`config.mk`:
```
export PLATFORM = sky130hd
export DESIGN_NAME = seven_seg_scan_receiver_flat
export DESIGN_NICKNAME = d
export VERILOG_FILES = /design/src/rtl/seven_seg_scan_receiver_if.sv /design/src/rtl/seven_seg_scan_receiver.sv /design/src/flat_wrapper.sv
export SDC_FILE = /design/constraint.sdc
export NUM_CORES = 1
export LEC_CHECK = 0
export ABC_AREA = 1
export CAP_MARGIN = 20
export CORE_ASPECT_RATIO = 1.2
export CORE_MARGIN = 5
export CORE_UTILIZATION = 25
export CTS_BUF_LIST = sky130_fd_sc_hd__clkbuf_4 sky130_fd_sc_hd__clkbuf_8 sky130_fd_sc_hd__clkbuf_16
export CTS_CLUSTER_DIAMETER = 60
export DETAILED_ROUTE_END_ITERATION = 8
export GPL_TIMING_DRIVEN = 0
export PLACE_DENSITY = 0.39
export SLEW_MARGIN = 0
export SYNTH_ARGS = -nofsm -noshare
export SYNTH_HDL_FRONTEND = slang
export SYNTH_SLANG_ARGS = --single-unit
export TNS_END_PERCENT = 100
```
`constraint.sdc`:
```
create_clock -name CLK -period 4.3 [get_ports CLK]
set_clock_uncertainty 0.2 [all_clocks]
set_input_delay 0.43 -clock CLK [delete_from_list [all_inputs] [get_ports CLK]]
set_output_delay 0.43 -clock CLK [all_outputs]
set_load 0.1 [all_outputs]
```
`src/rtl/seven_seg_scan_receiver_if.sv`:
```
// Pin bundle between a multiplexed 7-segment scanner and its receiver.
// master drives the display pins, slave decodes them.
interface seven_seg_scan_receiver_if;
  logic        DIG_1;
  logic        DIG_2;
  logic        DIG_3;
  logic        DIG_4;
  logic [6:0]  LIGHT_SEG;
  logic        DP;
  logic [3:0]  M_HI;
  logic [3:0]  M_LO;
  logic [3:0]  S_HI;
  logic [3:0]  S_LO;
  logic [12:0] SEC_TOTAL;
  logic        FRAME_VALID;
  logic        VALUE_CHANGED;
  logic        DECODE_ERR;
  logic        SCAN_ERR;
  logic        SCAN_LOST;

  modport master (
    output DIG_1, DIG_2, DIG_3, DIG_4, LIGHT_SEG, DP,
    input  M_HI, M_LO, S_HI, S_LO, SEC_TOTAL,
    input  FRAME_VALID, VALUE_CHANGED,
    input  DECODE_ERR, SCAN_ERR, SCAN_LOST
  );

  modport slave (
    input  DIG_1, DIG_2, DIG_3, DIG_4, LIGHT_SEG, DP,
    output M_HI, M_LO, S_HI, S_LO, SEC_TOTAL,
    output FRAME_VALID, VALUE_CHANGED,
    output DECODE_ERR, SCAN_ERR, SCAN_LOST
  );
endinterface

```
`src/rtl/seven_seg_scan_receiver.sv`:
```
// Samples a scanned 7-segment display, waits for each digit to settle,
// decodes it to BCD and commits coherent MM:SS frames.
module seven_seg_scan_receiver #(
  parameter logic [7:0]  SETTLE_CYC  = 8'd4,
  parameter logic [19:0] TIMEOUT_CYC = 20'h01000,
  parameter logic        SEG_ACTIVE  = 1'b1
) (
  input logic                       CLK,
  input logic                       RES_X,
  seven_seg_scan_receiver_if.slave  bus
);
  typedef enum logic [1:0] {IDLE, SETTLE, HELD} state_e;

  logic [3:0]      dig_q;
  logic [6:0]      seg_q;
  logic            dp_q;
  state_e          state_q, state_d;
  logic [7:0]      cnt_q, cnt_d;
  logic [1:0]      idx_q, idx_d;
  logic [6:0]      pat_q, pat_d;
  logic            cap;
  logic [3:0][3:0] slot_q, slot_d;
  logic [3:0]      sdp_q, sdp_d;
  logic [3:0]      flag_q, flag_d;
  logic [3:0]      all_f;
  logic            pend_q, pend_d;
  logic [19:0]     to_q, to_d;
  logic            lost_set;
  logic            first_q;
  logic [3:0]      mh_q, ml_q, sh_q, sl_q;
  logic [12:0]     sec_q;
  logic            fv_q, vc_q, derr_q, serr_q, lost_q;
  logic            s_none, s_one, s_multi, same;
  logic [1:0]      s_idx;
  logic            ok;
  logic [12:0]     sec_c;
  logic            chg, derr_c;

  function automatic logic [3:0] dec(input logic [6:0] s);
    case (s)
      7'h3F:   dec = 4'd0;
      7'h06:   dec = 4'd1;
      7'h5B:   dec = 4'd2;
      7'h4F:   dec = 4'd3;
      7'h66:   dec = 4'd4;
      7'h6D:   dec = 4'd5;
      7'h7D:   dec = 4'd6;
      7'h07:   dec = 4'd7;
      7'h7F:   dec = 4'd8;
      7'h6F:   dec = 4'd9;
      7'h00:   dec = 4'hF;
      default: dec = 4'hE;
    endcase
  endfunction

  // Register the pins once; segments normalised to lit-high.
  always_ff @(posedge CLK) begin
    if (!RES_X) begin
      dig_q <= 4'd0;
      seg_q <= 7'd0;
      dp_q  <= 1'b0;
    end else begin
      dig_q <= {bus.DIG_4, bus.DIG_3, bus.DIG_2, bus.DIG_1};
      seg_q <= bus.LIGHT_SEG ^ {7{~SEG_ACTIVE}};
      dp_q  <= bus.DP;
    end
  end

  assign s_none  = (dig_q == 4'd0);
  assign s_one   = $onehot(dig_q);
  assign s_multi = !s_none && !s_one;
  assign same    = (s_idx == idx_q) && (seg_q == pat_q);

  // Index of the single active strobe.
  always_comb begin
    s_idx = 2'd0;
    if (s_one) begin
      unique case (1'b1)
        dig_q[0]: s_idx = 2'd0;
        dig_q[1]: s_idx = 2'd1;
        dig_q[2]: s_idx = 2'd2;
        dig_q[3]: s_idx = 2'd3;
      endcase
    end
  end

  // Settle FSM state register.
  always_ff @(posedge CLK) begin
    if (!RES_X) begin
      state_q <= IDLE;
      cnt_q   <= 8'd0;
      idx_q   <= 2'd0;
      pat_q   <= 7'd0;
    end else begin
      state_q <= state_d;
      cnt_q   <= cnt_d;
      idx_q   <= idx_d;
      pat_q   <= pat_d;
    end
  end

  // Settle FSM next state: count identical samples, capture once.
  always_comb begin
    state_d = state_q;
    cnt_d   = cnt_q;
    idx_d   = idx_q;
    pat_d   = pat_q;
    cap     = 1'b0;
    if (!s_one) begin
      state_d = IDLE;
      cnt_d   = 8'd0;
    end else if (state_q == IDLE || !same) begin
      state_d = SETTLE;
      cnt_d   = 8'd1;
      idx_d   = s_idx;
      pat_d   = seg_q;
    end else if (state_q == SETTLE) begin
      if (cnt_q >= SETTLE_CYC) begin
        cap     = 1'b1;
        state_d = HELD;
      end else begin
        cnt_d = cnt_q + 8'd1;
      end
    end
  end

  // Frame slots, timeout and commit request.
  always_comb begin
    slot_d   = slot_q;
    sdp_d    = sdp_q;
    flag_d   = flag_q;
    pend_d   = 1'b0;
    to_d     = to_q;
    all_f    = flag_q;
    lost_set = 1'b0;
    if (cap) begin
      slot_d[idx_q] = dec(pat_q);
      sdp_d[idx_q]  = dp_q;
      all_f[idx_q]  = 1'b1;
      to_d          = 20'd0;
      if (all_f == 4'hF) begin
        flag_d = 4'd0;
        pend_d = 1'b1;
      end else begin
        flag_d = all_f;
      end
    end else if (to_q != TIMEOUT_CYC) begin
      to_d = to_q + 20'd1;
      if (to_d == TIMEOUT_CYC) begin
        lost_set = 1'b1;
        flag_d   = 4'd0;
      end
    end
  end

  assign ok = (slot_q[0] <= 4'd9) && (slot_q[1] <= 4'd9) &&
              (slot_q[2] <= 4'd9) && (slot_q[3] <= 4'd9);
  assign sec_c = ok ? 13'(slot_q[0]) * 13'd600 +
                      13'(slot_q[1]) * 13'd60 +
                      13'(slot_q[2]) * 13'd10 +
                      13'(slot_q[3])
                    : 13'd0;
  assign chg = first_q ||
    ({slot_q[0], slot_q[1], slot_q[2], slot_q[3]} !=
     {mh_q, ml_q, sh_q, sl_q});
  assign derr_c = (slot_q[0] >= 4'hE) || (slot_q[1] >= 4'hE) ||
                  (slot_q[2] >= 4'hE) || (slot_q[3] >= 4'hE) ||
                  (|sdp_q);

  // Frame state, error flags and committed outputs.
  always_ff @(posedge CLK) begin
    if (!RES_X) begin
      slot_q  <= '0;
      sdp_q   <= 4'd0;
      flag_q  <= 4'd0;
      pend_q  <= 1'b0;
      to_q    <= 20'd0;
      first_q <= 1'b1;
      mh_q    <= 4'hF;
      ml_q    <= 4'hF;
      sh_q    <= 4'hF;
      sl_q    <= 4'hF;
      sec_q   <= 13'd0;
      fv_q    <= 1'b0;
      vc_q    <= 1'b0;
      derr_q  <= 1'b0;
      serr_q  <= 1'b0;
      lost_q  <= 1'b0;
    end else begin
      slot_q <= slot_d;
      sdp_q  <= sdp_d;
      flag_q <= flag_d;
      pend_q <= pend_d;
      to_q   <= to_d;
      fv_q   <= pend_q;
      vc_q   <= pend_q && chg;
      serr_q <= serr_q | s_multi;
      if (pend_q) begin
        first_q <= 1'b0;
        mh_q    <= slot_q[0];
        ml_q    <= slot_q[1];
        sh_q    <= slot_q[2];
        sl_q    <= slot_q[3];
        sec_q   <= sec_c;
        derr_q  <= derr_c;
        lost_q  <= 1'b0;
      end else if (lost_set) begin
        lost_q <= 1'b1;
      end
    end
  end

  assign bus.M_HI          = mh_q;
  assign bus.M_LO          = ml_q;
  assign bus.S_HI          = sh_q;
  assign bus.S_LO          = sl_q;
  assign bus.SEC_TOTAL     = sec_q;
  assign bus.FRAME_VALID   = fv_q;
  assign bus.VALUE_CHANGED = vc_q;
  assign bus.DECODE_ERR    = derr_q;
  assign bus.SCAN_ERR      = serr_q;
  assign bus.SCAN_LOST     = lost_q;
endmodule

```
`src/flat_wrapper.sv`:
```
// flat-port wrapper written by rule: the top's interface ports become plain ports
module seven_seg_scan_receiver_flat 
#(
  parameter logic [7:0]  SETTLE_CYC  = 8'd4,
  parameter logic [19:0] TIMEOUT_CYC = 20'h01000,
  parameter logic        SEG_ACTIVE  = 1'b1
)
  (CLK, RES_X, bus_DIG_1, bus_DIG_2, bus_DIG_3, bus_DIG_4, bus_LIGHT_SEG, bus_DP, bus_M_HI, bus_M_LO, bus_S_HI, bus_S_LO, bus_SEC_TOTAL, bus_FRAME_VALID, bus_VALUE_CHANGED, bus_DECODE_ERR, bus_SCAN_ERR, bus_SCAN_LOST);
  seven_seg_scan_receiver_if bus_i ();
  input logic CLK;
  input logic RES_X;
  input wire logic [$bits(bus_i.DIG_1)-1:0] bus_DIG_1;
  input wire logic [$bits(bus_i.DIG_2)-1:0] bus_DIG_2;
  input wire logic [$bits(bus_i.DIG_3)-1:0] bus_DIG_3;
  input wire logic [$bits(bus_i.DIG_4)-1:0] bus_DIG_4;
  input wire logic [$bits(bus_i.LIGHT_SEG)-1:0] bus_LIGHT_SEG;
  input wire logic [$bits(bus_i.DP)-1:0] bus_DP;
  output wire logic [$bits(bus_i.M_HI)-1:0] bus_M_HI;
  output wire logic [$bits(bus_i.M_LO)-1:0] bus_M_LO;
  output wire logic [$bits(bus_i.S_HI)-1:0] bus_S_HI;
  output wire logic [$bits(bus_i.S_LO)-1:0] bus_S_LO;
  output wire logic [$bits(bus_i.SEC_TOTAL)-1:0] bus_SEC_TOTAL;
  output wire logic [$bits(bus_i.FRAME_VALID)-1:0] bus_FRAME_VALID;
  output wire logic [$bits(bus_i.VALUE_CHANGED)-1:0] bus_VALUE_CHANGED;
  output wire logic [$bits(bus_i.DECODE_ERR)-1:0] bus_DECODE_ERR;
  output wire logic [$bits(bus_i.SCAN_ERR)-1:0] bus_SCAN_ERR;
  output wire logic [$bits(bus_i.SCAN_LOST)-1:0] bus_SCAN_LOST;
  assign bus_i.DIG_1 = bus_DIG_1;
  assign bus_i.DIG_2 = bus_DIG_2;
  assign bus_i.DIG_3 = bus_DIG_3;
  assign bus_i.DIG_4 = bus_DIG_4;
  assign bus_i.LIGHT_SEG = bus_LIGHT_SEG;
  assign bus_i.DP = bus_DP;
  assign bus_M_HI = bus_i.M_HI;
  assign bus_M_LO = bus_i.M_LO;
  assign bus_S_HI = bus_i.S_HI;
  assign bus_S_LO = bus_i.S_LO;
  assign bus_SEC_TOTAL = bus_i.SEC_TOTAL;
  assign bus_FRAME_VALID = bus_i.FRAME_VALID;
  assign bus_VALUE_CHANGED = bus_i.VALUE_CHANGED;
  assign bus_DECODE_ERR = bus_i.DECODE_ERR;
  assign bus_SCAN_ERR = bus_i.SCAN_ERR;
  assign bus_SCAN_LOST = bus_i.SCAN_LOST;
  seven_seg_scan_receiver #(.SETTLE_CYC(SETTLE_CYC), .TIMEOUT_CYC(TIMEOUT_CYC), .SEG_ACTIVE(SEG_ACTIVE)) u_core (.CLK(CLK), .RES_X(RES_X), .bus(bus_i));
endmodule
```
==> metrics.txt, run 1 <==
IO Port Bufs 46; Worst setup EP type flip-flop; cts bufs inserted 9; final HPWL from detailed placement 14500 um; post-layout min period 4.20 ns; Filler cells 2860; global-route wire length before repair 29200 um; Detail Route Antenna Nets 0; gr usage total 0.120; die height 190 um; Finished Layout Cells 1315; Reg2Reg Depth 17; Via-to-Cell Ratio 4.36; initial antenna violation count 0; Max-cap violations 0; Clock transition at path regs 0.08 ns; post-synthesis sequential area ratio 0.331; worst flop-to-flop path startpoint u_core.slot_q[5]; Final Cycle Share 0.976; Fmax 238 MHz; Yosys reg bits 111; RSZ-0062 raised after global routing true; Initial Utilization 0.254; mean area per synthesized cell 7.40 um^2; flop2flop setup slack 0.10 ns; Main synth FF type dfxtp_1; die width 160 um; vias in the first global route 5649; drt total wl 18100 um; VDD IR max 0.162 mV; num ports 48; Slew Viols, Final 0; clock latency on the worst-skew pair 0.35 ns; largest net degree at the start of global routing 19; number of H-tree levels 3; # DRC 0; CP max FO 4; core area 26400 um^2; layout cells sized above 1 0.106; asr flop ratio synth 0; Starting DRT DRC Count 223; grt total ovfl 0; leakage 3.69 nW; CTS root buf clkbuf_16; CTS sink count 111; die area 30300 um^2; Wirelength per Cell 13.8 um; Setup Viol. Count Final 0; WP data required 4.35 ns; Area growth syn-to-layout 23.2%; Cell Pwr Density 280 nW/um^2; launch point of the worst path u_core.slot_q[5]; FF/Latch Area 2240 um^2; vias 5737; CP Launch Type flip-flop; area of the multi-input gates 4190 um^2; Reg-to-Reg End u_core.bus.SEC_TOTAL[12]; ant diodes 0; Hold Crit Class flip-flop to flip-flop; Syn Inst Count 908; Worst Tran Pin Value 0.989 ns; WP data arrival 4.24 ns; warning count from the yosys run 0; TritonCTS clock tree done; Crit Path Category flip-flop to flip-flop; Max-slew headroom 0.338; row count 65; fin nets 1070; post-layout util 0.313; cell area after synthesis 6720 um^2; cts hold-fix bufs 0; Worst Setup EP u_core.bus.SEC_TOTAL[12]; gpl congestion 0.781; status finished clean; Final Hold Vio Count 0; Synthesized Nets 1003; Post-synth EDFFs 0; Post-Place Cells 1289; Yosys cell types 45; Pre-antenna DRT Iters 4; clk buf depth 2
[cells in the mapped netlist, drive strengths merged, types with 7 or more instances]
cell type    n  share of area
nand4       20          0.020
dfxtp      111           0.33
a21oi       49          0.037
nor3         7         0.0052
nand3       58          0.045
nor2       152          0.093
or2          7         0.0065
o21ai       30          0.022
buf          9         0.0075
ha          65           0.12
fa          16          0.048
xnor2       13          0.017
xor2        16          0.022
inv        124          0.069
nand2      183           0.10
[placed cells by master, fill, tap and decap left out, types with 3 or more instances in the layout]
cell / instances
a21oi_1: 46
a22o_1: 4
a22oi_1: 6
buf_2: 4
buf_4: 13
bufinv_16: 3
clkbuf_1: 6
clkbuf_16: 9
clkdlybuf4s50_1: 46
dfxtp_1: 106
dfxtp_4: 4
fa_1: 15
ha_1: 56
ha_4: 8
inv_1: 117
inv_2: 6
nand2_1: 174
nand2_2: 8
nand3_1: 50
nand3_2: 8
nand3b_1: 4
nand4_1: 19
nor2_1: 140
nor2_2: 5
nor2_4: 7
nor3_1: 7
o21ai_0: 23
o21ai_1: 6
o21bai_1: 4
o22ai_1: 6
or2_2: 7
xnor2_1: 12
xor2_1: 13
xor2_2: 3
[cell type report]
type                       count  area share
multi-input combinational    658       0.507
sequential                   111       0.271
clock buffer                   9      0.0272
tap                          335      0.0507
clock inverter                 7      0.0145
inverter                     124      0.0567
buffer                        15     0.00877
timing repair buffer          56      0.0647
[worst min path at each step]
stage,start,end,slack [ns],depth (start not counted)
after global placement,u_core.cnt_q[3],u_core.cnt_q[3],0.22,2
after CTS,RES_X,u_core.pat_q[6],0.21,3
after global routing,u_core.cnt_q[7],u_core.cnt_q[7],0.25,2
after floorplan,u_core.cnt_q[3],u_core.cnt_q[3],0.21,2
after detailed placement,u_core.cnt_q[3],u_core.cnt_q[3],0.22,2
final,u_core.cnt_q[3],u_core.cnt_q[3],0.23,2
[state kept, by name, summed over array words and instances, names as in the netlist, 2 cells and up]
signal,cells
u_core.to_q,20
u_core.slot_q,16
u_core.bus.SEC_TOTAL,13
u_core.cnt_q,8
u_core.pat_q,7
u_core.seg_q,7
u_core.bus.M_HI,4
u_core.bus.M_LO,4
u_core.bus.S_HI,4
u_core.bus.S_LO,4
u_core.dig_q,4
u_core.flag_q,4
u_core.sdp_q,4
u_core.idx_q,2
u_core.state_q,2
[power by group]
group / switching, mW / leakage, nW / total (mW) / internal (mW)
logic: 0.166 / 2.62 / 0.248 / 0.0827
registers: 0.0281 / 0.905 / 1.08 / 1.05
clock network: 0.412 / 0.166 / 0.985 / 0.573
[through the flow]
step	hold slack, ns	cell area, um^2	power, mW	setup slack (ns)	TNS, ns
global route	0.247	8270	2.43	-0.0862	-0.300
finish	0.227	8270	2.31	0.104	0
CTS	0.210	8160	2.37	0.00101	0
global placement	0.218	7590	1.36	-0.505	-2.05
floorplan	0.208	6720	1.28	0.0573	0
detailed placement	0.219	7590	1.36	-0.528	-2.17
[kinds of logic after synthesis]
kind of cell,after synthesis,synth area share
and+or+nand+nor,438,0.287
buffers and inverters,139,0.0801
DFF,111,0.331
AOI/OAI and AO/OA,110,0.0945
adders and majority gates,81,0.169
xor gates and xnor gates,29,0.0389
[metal layers]
metal	vias to the layer above	part of all wire	global-route usage	wire length, um
li1	3057	-	-	-
met1	2606	0.45	0.145	8130
met2	63	0.52	0.223	9390
met3	11	0.022	0.0182	405
met4	0	0.0091	0.0297	165
met5	-	0	0	0
[worst max-delay path: stages (launching register included)]
cell and delay [ns]:
dfxtp_4 0.38, fa_1 0.50, fa_1 0.57, inv_2 0.05
fa_2 0.52, inv_2 0.05, fa_1 0.55, ha_4 0.22
ha_4 0.28, nand3_2 0.08, nand3_2 0.07, nand2_2 0.06
nand2_2 0.07, a21oi_4 0.06, nor2_4 0.13, nand2_2 0.08
a21oi_2 0.13, o21ai_1 0.07
[timing repair]
action | CTS | global route
buffers inserted | 6 | 4
setup endpoints to repair | 6 | 5
resized for setup | 28 | 25
pin swaps | 13 | 23
(Power assumes the default switching activity.)
==> inputs of run 2 (changes only) <==
- ABC_CLOCK_PERIOD_IN_PS: unset -> 4300
- GPL_ROUTABILITY_DRIVEN: unset -> 0
==> results of run 2 <==
Same layout as run 1: the final DEF is identical, and so are final timing and power.
